## config.mk

```make
export PLATFORM = sky130hd
export DESIGN_NAME = frog_mem
export DESIGN_NICKNAME = d
export VERILOG_FILES = /design/src/rtl/frog_pkg.sv /design/src/rtl/frog_mem_array.sv /design/src/rtl/frog_mem.sv
export SDC_FILE = /design/constraint.sdc
export NUM_CORES = 1
export LEC_CHECK = 0
export ABC_AREA = 1
export ABC_CLOCK_PERIOD_IN_PS = 15400
export BUFFER_PORTS_ARGS = -buffer_cell sky130_fd_sc_hd__buf_4
export CAP_MARGIN = 10
export CORE_MARGIN = 3
export CORE_UTILIZATION = 58
export CTS_CLUSTER_DIAMETER = 120
export DETAILED_ROUTE_END_ITERATION = 6
export PLACE_DENSITY_LB_ADDON = 0.08
export SKIP_CTS_REPAIR_TIMING = 1
export SLEW_MARGIN = 25
export SYNTH_ARGS = -nofsm -noshare
export SYNTH_HDL_FRONTEND = slang
export SYNTH_SLANG_ARGS = --single-unit
```

## constraint.sdc

```tcl
create_clock -name clk -period 15.4 [get_ports clk]
set_input_delay 0 -clock clk [delete_from_list [all_inputs] [get_ports clk]]
set_output_delay 0 -clock clk [all_outputs]
set_load 0.01 [all_outputs]
```

## src/rtl/frog_pkg.sv

```systemverilog
// Shared frog definitions: default widths, write-FSM states and CPU opcodes.
package frog_pkg;

    localparam int unsigned DEF_ADDR_W = 7;
    localparam int unsigned DEF_DATA_W = 4;

    // Opcode nibbles, shared with the CPU and the bench
    localparam logic [3:0] OP_LDA = 4'h1;
    localparam logic [3:0] OP_LDB = 4'h2;
    localparam logic [3:0] OP_STA = 4'h3;
    localparam logic [3:0] OP_ADD = 4'h4;
    localparam logic [3:0] OP_JMP = 4'h5;
    localparam logic [3:0] OP_NOP = 4'h8;

    typedef enum logic {
        W_IDLE = 1'b0,
        W_DATA = 1'b1
    } wstate_t;

endpackage

```

## src/rtl/frog_mem_array.sv

```systemverilog
// Register file with async clear, one synchronous write port and two combinational read ports.
module frog_mem_array
    import frog_pkg::*;
#(
    parameter int unsigned ADDR_W = DEF_ADDR_W,
    parameter int unsigned DATA_W = DEF_DATA_W
) (
    input  logic              clk,
    input  logic              rst_p,
    input  logic              we,
    input  logic [ADDR_W-1:0] waddr,
    input  logic [DATA_W-1:0] wdata,
    input  logic [ADDR_W-1:0] raddr_a,
    output logic [DATA_W-1:0] rdata_a,
    input  logic [ADDR_W-1:0] raddr_b,
    output logic [DATA_W-1:0] rdata_b
);

    localparam int unsigned DEPTH = 2 ** ADDR_W;

    logic [DATA_W-1:0] mem [DEPTH];

    always_ff @(posedge clk or posedge rst_p) begin
        if (rst_p) begin
            for (int unsigned i = 0; i < DEPTH; i++) begin
                mem[ADDR_W'(i)] <= '0;
            end
        end else if (we) begin
            mem[waddr] <= wdata;
        end
    end

    assign rdata_a = mem[raddr_a];
    assign rdata_b = mem[raddr_b];

endmodule

```

## src/rtl/frog_mem.sv

```systemverilog
// Memory responder on the frog CPU bus: zero-latency reads, two-beat CPU writes, host preload port.
module frog_mem
    import frog_pkg::*;
#(
    parameter int unsigned ADDR_W   = DEF_ADDR_W,
    parameter int unsigned DATA_W   = DEF_DATA_W,
    parameter logic [3:0]  NOP_WORD = OP_NOP
) (
    input  logic              clk,
    input  logic              rst_p,
    input  logic [ADDR_W-1:0] cpu_bus,
    input  logic              cpu_wcyc,
    output logic [DATA_W-1:0] cpu_data,
    input  logic              host_sel,
    input  logic              host_we,
    input  logic [ADDR_W-1:0] host_addr,
    input  logic [DATA_W-1:0] host_wdata,
    output logic [DATA_W-1:0] host_rdata,
    output logic [7:0]        wr_count,
    output logic              proto_err,
    output logic              wr_phase
);

    wstate_t           state;
    logic [ADDR_W-1:0] waddr;

    logic              cpu_we_c;
    logic              mem_we_c;
    logic [ADDR_W-1:0] mem_waddr_c;
    logic [DATA_W-1:0] mem_wdata_c;
    logic [DATA_W-1:0] cpu_rdata_c;

    // Data beat commits only while the CPU still owns memory
    assign cpu_we_c = (state == W_DATA) && cpu_wcyc && !host_sel;

    // Single write port: host owns it whenever host_sel is high
    always_comb begin
        mem_we_c    = cpu_we_c;
        mem_waddr_c = waddr;
        mem_wdata_c = cpu_bus[DATA_W-1:0];
        if (host_sel) begin
            mem_we_c    = host_we;
            mem_waddr_c = host_addr;
            mem_wdata_c = host_wdata;
        end
    end

    frog_mem_array #(
        .ADDR_W (ADDR_W),
        .DATA_W (DATA_W)
    ) u_array (
        .clk     (clk),
        .rst_p   (rst_p),
        .we      (mem_we_c),
        .waddr   (mem_waddr_c),
        .wdata   (mem_wdata_c),
        .raddr_a (cpu_bus),
        .rdata_a (cpu_rdata_c),
        .raddr_b (host_addr),
        .rdata_b (host_rdata)
    );

    assign cpu_data = host_sel ? DATA_W'(NOP_WORD) : cpu_rdata_c;

    // Write FSM: address beat then data beat; status registers alongside
    always_ff @(posedge clk or posedge rst_p) begin
        if (rst_p) begin
            state     <= W_IDLE;
            waddr     <= '0;
            wr_count  <= '0;
            proto_err <= 1'b0;
            wr_phase  <= 1'b0;
        end else begin
            case (state)
                W_IDLE: begin
                    if (cpu_wcyc && !host_sel) begin
                        waddr    <= cpu_bus;
                        state    <= W_DATA;
                        wr_phase <= 1'b1;
                    end
                end
                W_DATA: begin
                    state    <= W_IDLE;
                    wr_phase <= 1'b0;
                    if (!host_sel) begin
                        if (!cpu_wcyc) begin
                            proto_err <= 1'b1;
                        end else begin
                            wr_count <= wr_count + 8'd1;
                            if (cpu_bus[ADDR_W-1:DATA_W] != '0) begin
                                proto_err <= 1'b1;
                            end
                        end
                    end
                end
                default: begin
                    state    <= W_IDLE;
                    wr_phase <= 1'b0;
                end
            endcase
        end
    end

endmodule

```

Word-level counts from Yosys, hierarchy flattened
Index checks and enable logic that the tools add are counted. Widths: inputs -> output; s select.

Output and inout port bits: 18. Logic and storage cells: 173. Register bits after elaboration: 530. Input port bits: 23.

Reduce and logical (&&, ||, !) cells: 9. Multiplexer cells: 19. Equal/unequal tests: 2. Order comparisons: 4. $add $sub $neg: 1. Bitwise operators: 5.

Operator list (count): $bwmux 512 (1); $bmux 4 s7 (2); $demux 4 s7 (1); $mux 4 (7); $ge 8x8->1 const B (3); $not 7->8 (3); $add 8x1->8 const B (1); $lt 8x1->1 const B (1); $mux 7 (1); $reduce_and 3->1 (2); $mux 1 (5); $logic_and 1x1->1 (4); $pmux 1 s2 (2); $reduce_bool 3->1 (1); $ne 2x1->1 const B (1); $ne 2x2->1 const B (1); $not 1->1 (2); $reduce_and 2->1 (1); $logic_not 1->1 (1).

Logic depth before layout (Yosys ltp)
Gate-level depths: netlist (run 1).

Depth after elaboration: 7. Gate-level depth with buffers: 15.

Cells and area by module
A second synthesis (run 1) with hierarchy kept.

Cell total of the unflattened synthesis: 4282. Area total of the unflattened synthesis: 30062.6 sq um.

By module, submodules not included: frog_mem_array (sequential area each 12812.3 sq um, area an instance 29047.9 sq um, cells each 4146, times used 1); frog_mem (sequential area each 450.4 sq um, area an instance 1014.7 sq um, cells each 136, times used 1).

Worst setup path after synthesis (run 1)
No wires, ideal clock.

Path kind: register -> register. Start: reg waddr[0]. End: reg u_array.mem[134] (netlist bit). Arrival: 1.555 ns. Library setup time: 0.134 ns. Stages on the path, launching flop included: 8. Path slack: 13.711 ns. Clock period less this slack: 1.689 ns. Path through: dfrtp_1 -> o21ai_4 -> inv_4 -> nor3_4 -> buf_6 -> nand2_2 -> nand2_1 -> o21ai_0.

Word-level cells in the longest chain between the ends: 7. Elaborated cells between the ends (all ways): 8. Those cells by class: 2 x order compare; 4 x mux; 1 x bitwise; 1 x reduce/logical.

Ends and longest elaborated chain: from (decl) (line frog_mem.sv:25) `logic [ADDR_W-1:0] waddr;`; from (signal assigned) (line frog_mem.sv:77) `waddr <= cpu_bus;`; $mux 7 * (line frog_mem.sv:41) `if (host_sel) begin`; $not 7->8 (not written as such) * (line frog_mem_array.sv:29) `mem[waddr] <= wdata;`; $ge 8x8->1 (not written as such) or $lt 8x1->1 (tied branches) (line frog_mem_array.sv:29); $logic_and 1x1->1 (not written as such) (line frog_mem_array.sv:29); $mux 4 (not written as such) (line frog_mem_array.sv:29); $demux 4 s7 * (line frog_mem_array.sv:29); $bwmux 512 * (line frog_mem_array.sv:29); to (signal, indexed assignment) (line frog_mem_array.sv:29); to (decl) (line frog_mem_array.sv:21) `logic [DATA_W-1:0] mem [DEPTH];`.

Mark *: on every way between the ends. The rest lies on a longest branch, timed or not. A chain may end at the register's enable or synchronous reset.

Worst setup path after layout (run 1)
Start: in cpu_bus[1]. End: out cpu_data[2].

Word-level cells in the longest chain between the ends: 5.

Ends and longest elaborated chain: from (decl) (line frog_mem.sv:11) `input logic [ADDR_W-1:0] cpu_bus,`; $not 7->8 (not written as such) (line frog_mem_array.sv:33) `assign rdata_a = mem[raddr_a];`; $bmux 4 s7 (line frog_mem_array.sv:33); $mux 4 (not written as such) (2 in series) (line frog_mem_array.sv:33); $mux 4 (line frog_mem.sv:63) `assign cpu_data = host_sel ? DATA_W'(NOP_WORD) : cpu_rdata_c;`; to (decl) (line frog_mem.sv:13) `output logic [DATA_W-1:0] cpu_data,`.

No other way between the ends. The select of a mux whose other input is x is not followed.

==> qor.yml, run 1 <==
detailed_routing:
  ant_nets: 0
  drtIter0Drc: 4146
  post-route-drc-count: 4
  via_per_inst: 6.14
  num_vias: 29593
  routedWlPerCell_microns: 20.8
  dr.pass1.iters: 7
  wirelength_mm: 100
yosys:
  synth_area_leaders: "dfrtp_1, nand2_1, o21ai_0, nand3_1, clkbuf_1"
  synthFlopType: "dfrtp_1"
  syn_inst: 4233
  post-synth-top-count-cell: "nand2_1"
  yosysSeqAreaShare_pct: 44.7
  synth-simple-area-share_pct: 33.9
  synth_compound_area_share_pct: 15.1
  ys_ff_latch: 530
  synth_area_leader_cell: "dfrtp_1"
  synthMuxAreaShare_pct: 0.0379
  synth-edff-count: 0
  yosysTopAreaCellShare_pct: 44.7
  synthArstFlopShare_pct: 100
  yosys_warnings: 0
  synth_common_cells: "nand2_1, o21ai_0, nand3_1"
  synth_cell_types: 31
  synth_xor_area_share_pct: 0.206
  synth_top_family_by_area: "simple AND/OR/NAND/NOR gates"
  syn_nets: 4257
  synthAdderAreaFrac_pct: 0.0421
  syn-cell-area_sq_mm: 0.0297
  avgSynthCellArea_sq_um: 7.02
place:
  place_congestion: 0.891
  pre_cts_slack_ps: 11800
  dp_hpwl_mm: 57.4
  io_buffers: 40
global_routing:
  grt_pass1_vias: 26756
  antenna_found_initial: 0
  grt_pass1_wl_mm: 156
  grt_use_total_pct: 37.0
  overflow: 0
  grt_max_degree: 142
setup_path:
  crit_chain: "buf_4, inv_4, buf_4, buf_4, o21ai_0, o21ai_0, nor2_1, nor2_1, nor2_1, nor2_1, nor2_1, nor2_1, buf_4"
  critPathSlowestCell: "inv_4"
  cp-start-kind: "primary input"
  critPathArrivalTime_ps: 3780
  timing.rr.start: "waddr[0]"
  path_buf_inv: 5
  cp_top_family: "buffers and inverters"
  crit_required_ps: 15400
  cpPeakStageDelay_ps: 710
  ff2ff_setup_slack_ps: 12540
  reg2reg_to: "u_array.mem[494]"
  endpoint_kind: "output pin"
  critical_path_class: "in2out"
  reg2regPathDepth: 7
  path_common_cell: "nor2_1"
  path_max_fanout: 63
run_status:
  violations: "DRC"
  outcome: "finished with violations"
floorplanning:
  start_util_pct: 59.0
  io_pins: 41
  rows: 82
  core_area_sq_mm: 0.0504
  die_h_microns: 232
  dieArea_sq_mm: 0.0540
  fp.dieW_microns: 232
power:
  switching_power_mw: 1.17
  cellPowerDensity_mw_per_mm2: 119
  pwr-share-seq_pct: 44.0
  ir_drop_mv: 0.0868
  p_sw_share_pct: 30.6
  clockPowerShare_pct: 39.2
  power.total_mw: 3.83
  combPwrFrac_pct: 16.8
  leakage_nw: 14.1
  internal_power_mw: 2.66
timing:
  setup_viol: 0
  tightest_slew_ps: 1130
  clock_skew_ps: 19.3
  period_needed_ps: 3780
  slew_headroom_pct: 24.7
  fin_crit_sh_pct: 24.6
  clock.fmax_mhz: 264
  tns_ps: 0
  rsz0062_at_grt: "no"
  timing.final.ws_setup_ps: 11620
  hold_viol: 0
  drv_slew: 0
finish:
  n_antenna_cell: 0
  post-route-util_pct: 64.1
  drive_gt1_share_pct: 7.40
  synthToLayoutAreaGrowth_pct: 8.79
  num-nets-final: 4125
hold_path:
  min_from: "host_wdata[3]"
  hold_depth: 4
  hold_path_class: "in2reg"
  whs_endpoint: "u_array.mem[427]"
cts:
  cts_tree: "yes"
  cts_buffers: 58
  path_clk_slew_ps: 60
  root_buffer: "clkbuf_16"
  clock_path_buffers: 3
  clock-sinks: 530
  clkLatencyLatePin_ps: 630
  htreeDepth: 2
run:
  max_cap_violations: 0
area by class of cell:
cell class	count	area [sq um]
well taps	672	841
inverters	164	638
multi-input cells	3254	14700
flip-flops and latches	530	13300
clock buffers	87	1790
repair buffers	93	805
fillers	4665	18100
clock inverters	20	262
stage by stage:
step                      instances  area [sq um]  hold slack (ps)
after global placement         4703         30100              264
after global routing           4820         32300             63.1
final                          4820         32300             38.7
after floorplan                4233         29700              122
after detailed placement       4703         30100              265
after CTS                      4810         32200             -385
worst reg2reg max path, stage by stage, from the launching register on:
cell and delay [ps]:
dfrtp_1 410, o21ai_4 450, inv_4 180, nor3_4 790, buf_4 430, nand2_1 260, nand2_1 100, o21ai_0 80
logic make-up (layout without fill, tap and decap cells):
logic type               count (synthesis)  in the layout
adder cells (fa/ha/maj)                  1              1
AO/OA/AOI/OAI                          885            885
XOR/XNOR                                 7              7
flip-flops                             530            530
AND/OR/NAND/NOR                       2360           2360
buffers and inverters                  449            364
multiplexers                             1              1
layout by cell type, fill, tap and decap left out, drive strengths merged:
| cell | n |
|---|---|
| a21oi | 124 |
| a31o | 1 |
| buf | 87 |
| bufinv | 6 |
| clkbuf | 87 |
| clkinv | 12 |
| clkinvlp | 3 |
| dfrtp | 530 |
| dlygate4sd3 | 6 |
| ha | 1 |
| inv | 163 |
| mux2 | 1 |
| nand2 | 1559 |
| nand3 | 679 |
| nand3b | 1 |
| nand4 | 2 |
| nor2 | 109 |
| nor3 | 10 |
| o211ai | 16 |
| o21ai | 742 |
| o22ai | 2 |
| xnor2 | 3 |
| xor2 | 4 |
state kept, by name (all words and copies together), names as in the netlist:
| signal | count |
|---|---|
| waddr | 7 |
| wr_count | 8 |
| u_array.mem | 512 |
| wr_phase | 1 |
| state | 1 |
| proto_err | 1 |
metal layers:
layer	GRT usage (%)	vias to the layer above	share of wire, %	wire (microns)
met4	15.1	0	4.2	4180
met1	52.9	13795	41	41300
met2	54.4	1781	43	43300
met5	0	-	0	0
li1	-	13730	-	-
met3	8.28	287	12	11800
power by group through the flow:
stage / combinational (mW) / sequential [mW] / clock (mW)
6_report: 0.642 / 1.69 / 1.50
5_1_grt: 0.719 / 1.70 / 1.57
4_1_cts: 0.627 / 1.68 / 1.51
3_5_place_dp: 0.625 / 1.70 / 0
3_3_place_gp: 0.610 / 1.70 / 0
2_1_floorplan: 0.450 / 1.67 / 0
worst max path at each step:
stage / startpoint / endpoint / slack [ps] / depth (start not counted)
6_report: cpu_bus[1] / cpu_data[2] / 11620 / 13
5_1_grt: cpu_bus[1] / cpu_data[2] / 11490 / 13
4_1_cts: cpu_bus[1] / cpu_data[2] / 11800 / 13
3_5_place_dp: cpu_bus[1] / cpu_data[2] / 11800 / 13
3_3_place_gp: cpu_bus[1] / cpu_data[2] / 11780 / 13
2_1_floorplan: rst_p / proto_err / 590 / 1
No activity file was read; power rests on OpenSTA's default activity.
==> run 2: changes to the inputs <==
--- a/config.mk
+++ b/config.mk
@@ -6,7 +6,7 @@
 export NUM_CORES = 1
 export LEC_CHECK = 0
 export ABC_AREA = 1
-export ABC_CLOCK_PERIOD_IN_PS = 15400
+export ABC_CLOCK_PERIOD_IN_PS = 3390
 export BUFFER_PORTS_ARGS = -buffer_cell sky130_fd_sc_hd__buf_4
 export CAP_MARGIN = 10
 export CORE_MARGIN = 3
==> constraint.sdc (replaced) <==
create_clock -name clk -period 3.39 [get_ports clk]
set_input_delay 0 -clock clk [delete_from_list [all_inputs] [get_ports clk]]
set_output_delay 0 -clock clk [all_outputs]
set_load 0.01 [all_outputs]
==> qor.yml, run 2 (synthesis results as in run 1) <==
timing:
  whs_ps: -14.1
  tightest_slew_ps: 1020
  rsz0062_at_grt: "no"
  period_needed_ps: 2490
  clock.fmax_mhz: 402
  setup_viol: 0
  clock_skew_ps: 15.4
  hold_viol: 7
  drv_slew: 0
  tns_ps: 0
  slew_headroom_pct: 32.2
  fin_crit_sh_pct: 73.5
cts:
  root_buffer: "clkbuf_16"
  clock-sinks: 530
  clock_path_buffers: 3
  cts_buffers: 58
  clkLatencyLatePin_ps: 640
  path_clk_slew_ps: 70
  cts_tree: "yes"
  htreeDepth: 2
global_routing:
  overflow: 0
  grt_pass1_vias: 26543
  grt_max_degree: 145
  antenna_found_initial: 1
  grt_pass1_wl_mm: 155
  grt_use_total_pct: 36.7
finish:
  final_common_cell: "nand2_1"
  fin_area_sq_mm: 0.0326
  synthToLayoutAreaGrowth_pct: 9.81
  top_regs: "u_array.mem (512), wr_count (8), waddr (7)"
  layout_common_cells: "nand2_1, o21ai_0, nand3_1, dfrtp_1, inv_1"
  max_flop_register: "u_array.mem"
  num-nets-final: 4139
  largest_reg_flops: 512
  drive_gt1_share_pct: 7.78
place:
  io_buffers: 40
  place_congestion: 0.926
  dp_hpwl_mm: 59.2
  placed_area_sq_mm: 0.0305
setup_path:
  path_max_fanout: 63
  cp-start-kind: "primary input"
  crit_chain: "buf_6, inv_4, buf_4, nand3_1, nand3_1, nand3_1, nand2_1, o21ai_0, nand2_1, nand2_1, nand2_1, nand2_1, buf_4"
  cp_top_family: "buffers and inverters"
  critPathSlowestCell: "buf_6"
  endpoint_kind: "output pin"
  path_buf_inv: 4
  cpPeakStageDelay_ps: 490
  path_common_cell: "nand2_1"
  critPathArrivalTime_ps: 2490
  critical_path_class: "in2out"
  crit_required_ps: 3390
detailed_routing:
  drtIter0Drc: 4016
  dr.pass1.iters: 6
  num_vias: 29450
  ant_nets: 0
  routedWlPerCell_microns: 20.7
  post-route-drc-count: 0
  via_per_inst: 6.09
  wirelength_mm: 99.9
hold_path:
  hold_path_class: "in2async"
floorplanning:
  start_util_pct: 59.0
  dieArea_sq_mm: 0.0540
  rows: 82
  die_h_microns: 232
  core_area_sq_mm: 0.0504
  fp.dieW_microns: 232
  io_pins: 41
run_status:
  outcome: "finished with violations"
  violations: "hold timing"
power:
  leakage_nw: 14.3
  cellPowerDensity_mw_per_mm2: 533
  ir_drop_mv: 0.419
  power.total_mw: 17.4
run:
  max_cap_violations: 0
[run 2: changes by cell type in the layout (fill, tap and decap cells not counted), sizes merged]
| cell | previous run | this run |
|---|---|---|
| clkinv | 12 | 14 |
| dlygate4sd3 | 6 | 5 |
| diode | 0 | 1 |
| buf | 87 | 101 |
| clkinvlp | 3 | 2 |
[run 2: path summary, 6_finish.rpt]
check	from	endpoint	slack (ps)	cells after the start
max reg2reg	waddr[0]	u_array.mem[52]	1120	7
min	rst_p	u_array.mem[247]	-10	3
min in group clk	host_wdata[1]	u_array.mem[485]	30	4
max	host_addr[1]	host_rdata[2]	900	13
max in group asynchronous	rst_p	u_array.mem[281]	2220	4
min reg2reg	wr_count[7]	wr_count[7]	470	1
[run 2: through the flow]
step	util [%]	hold slack [ps]	setup slack [ps]	cells
after floorplan	-	122	-3810	4233
after global placement	60.6	82.8	1020	4722
after detailed placement	60.6	79.0	989	4722
after CTS	64.6	-597	956	4829
after global routing	64.7	17.6	813	4835
final	64.7	-14.1	900	4835
[run 2: cell type report]
cell class,count,area (sq um)
fillers,4467,17800
multi-input cells,3254,14700
flip-flops and latches,530,13300
clock buffers,86,1780
repair buffers,107,1120
well taps,672,841
inverters,164,634
clock inverters,21,265
diodes,1,2.50
[run 2: power breakdown]
group / switching (mW) / internal, mW
combinational: 1.99 / 0.961
sequential: 0.607 / 7.07
clock: 2.71 / 4.06
total: 5.31 / 12.1
[run 2: worst reg2reg max path, delay by kind of cell, from the launching register on]
kind	cells	cell delay, ps
and+or+nand+nor	3	700
AOI/OAI and AO/OA	2	560
buffers and inverters	2	440
DFF	1	410
[run 2: layer usage]
layer | vias to the layer above | global-route usage, % | share of wire, % | routed length [microns]
met3 | 251 | 6.33 | 11 | 10700
li1 | 13780 | - | - | -
met1 | 13646 | 52.6 | 41 | 40900
met2 | 1773 | 55.3 | 44 | 44100
met4 | 0 | 15.2 | 4.2 | 4170
met5 | - | 0 | 0 | 0
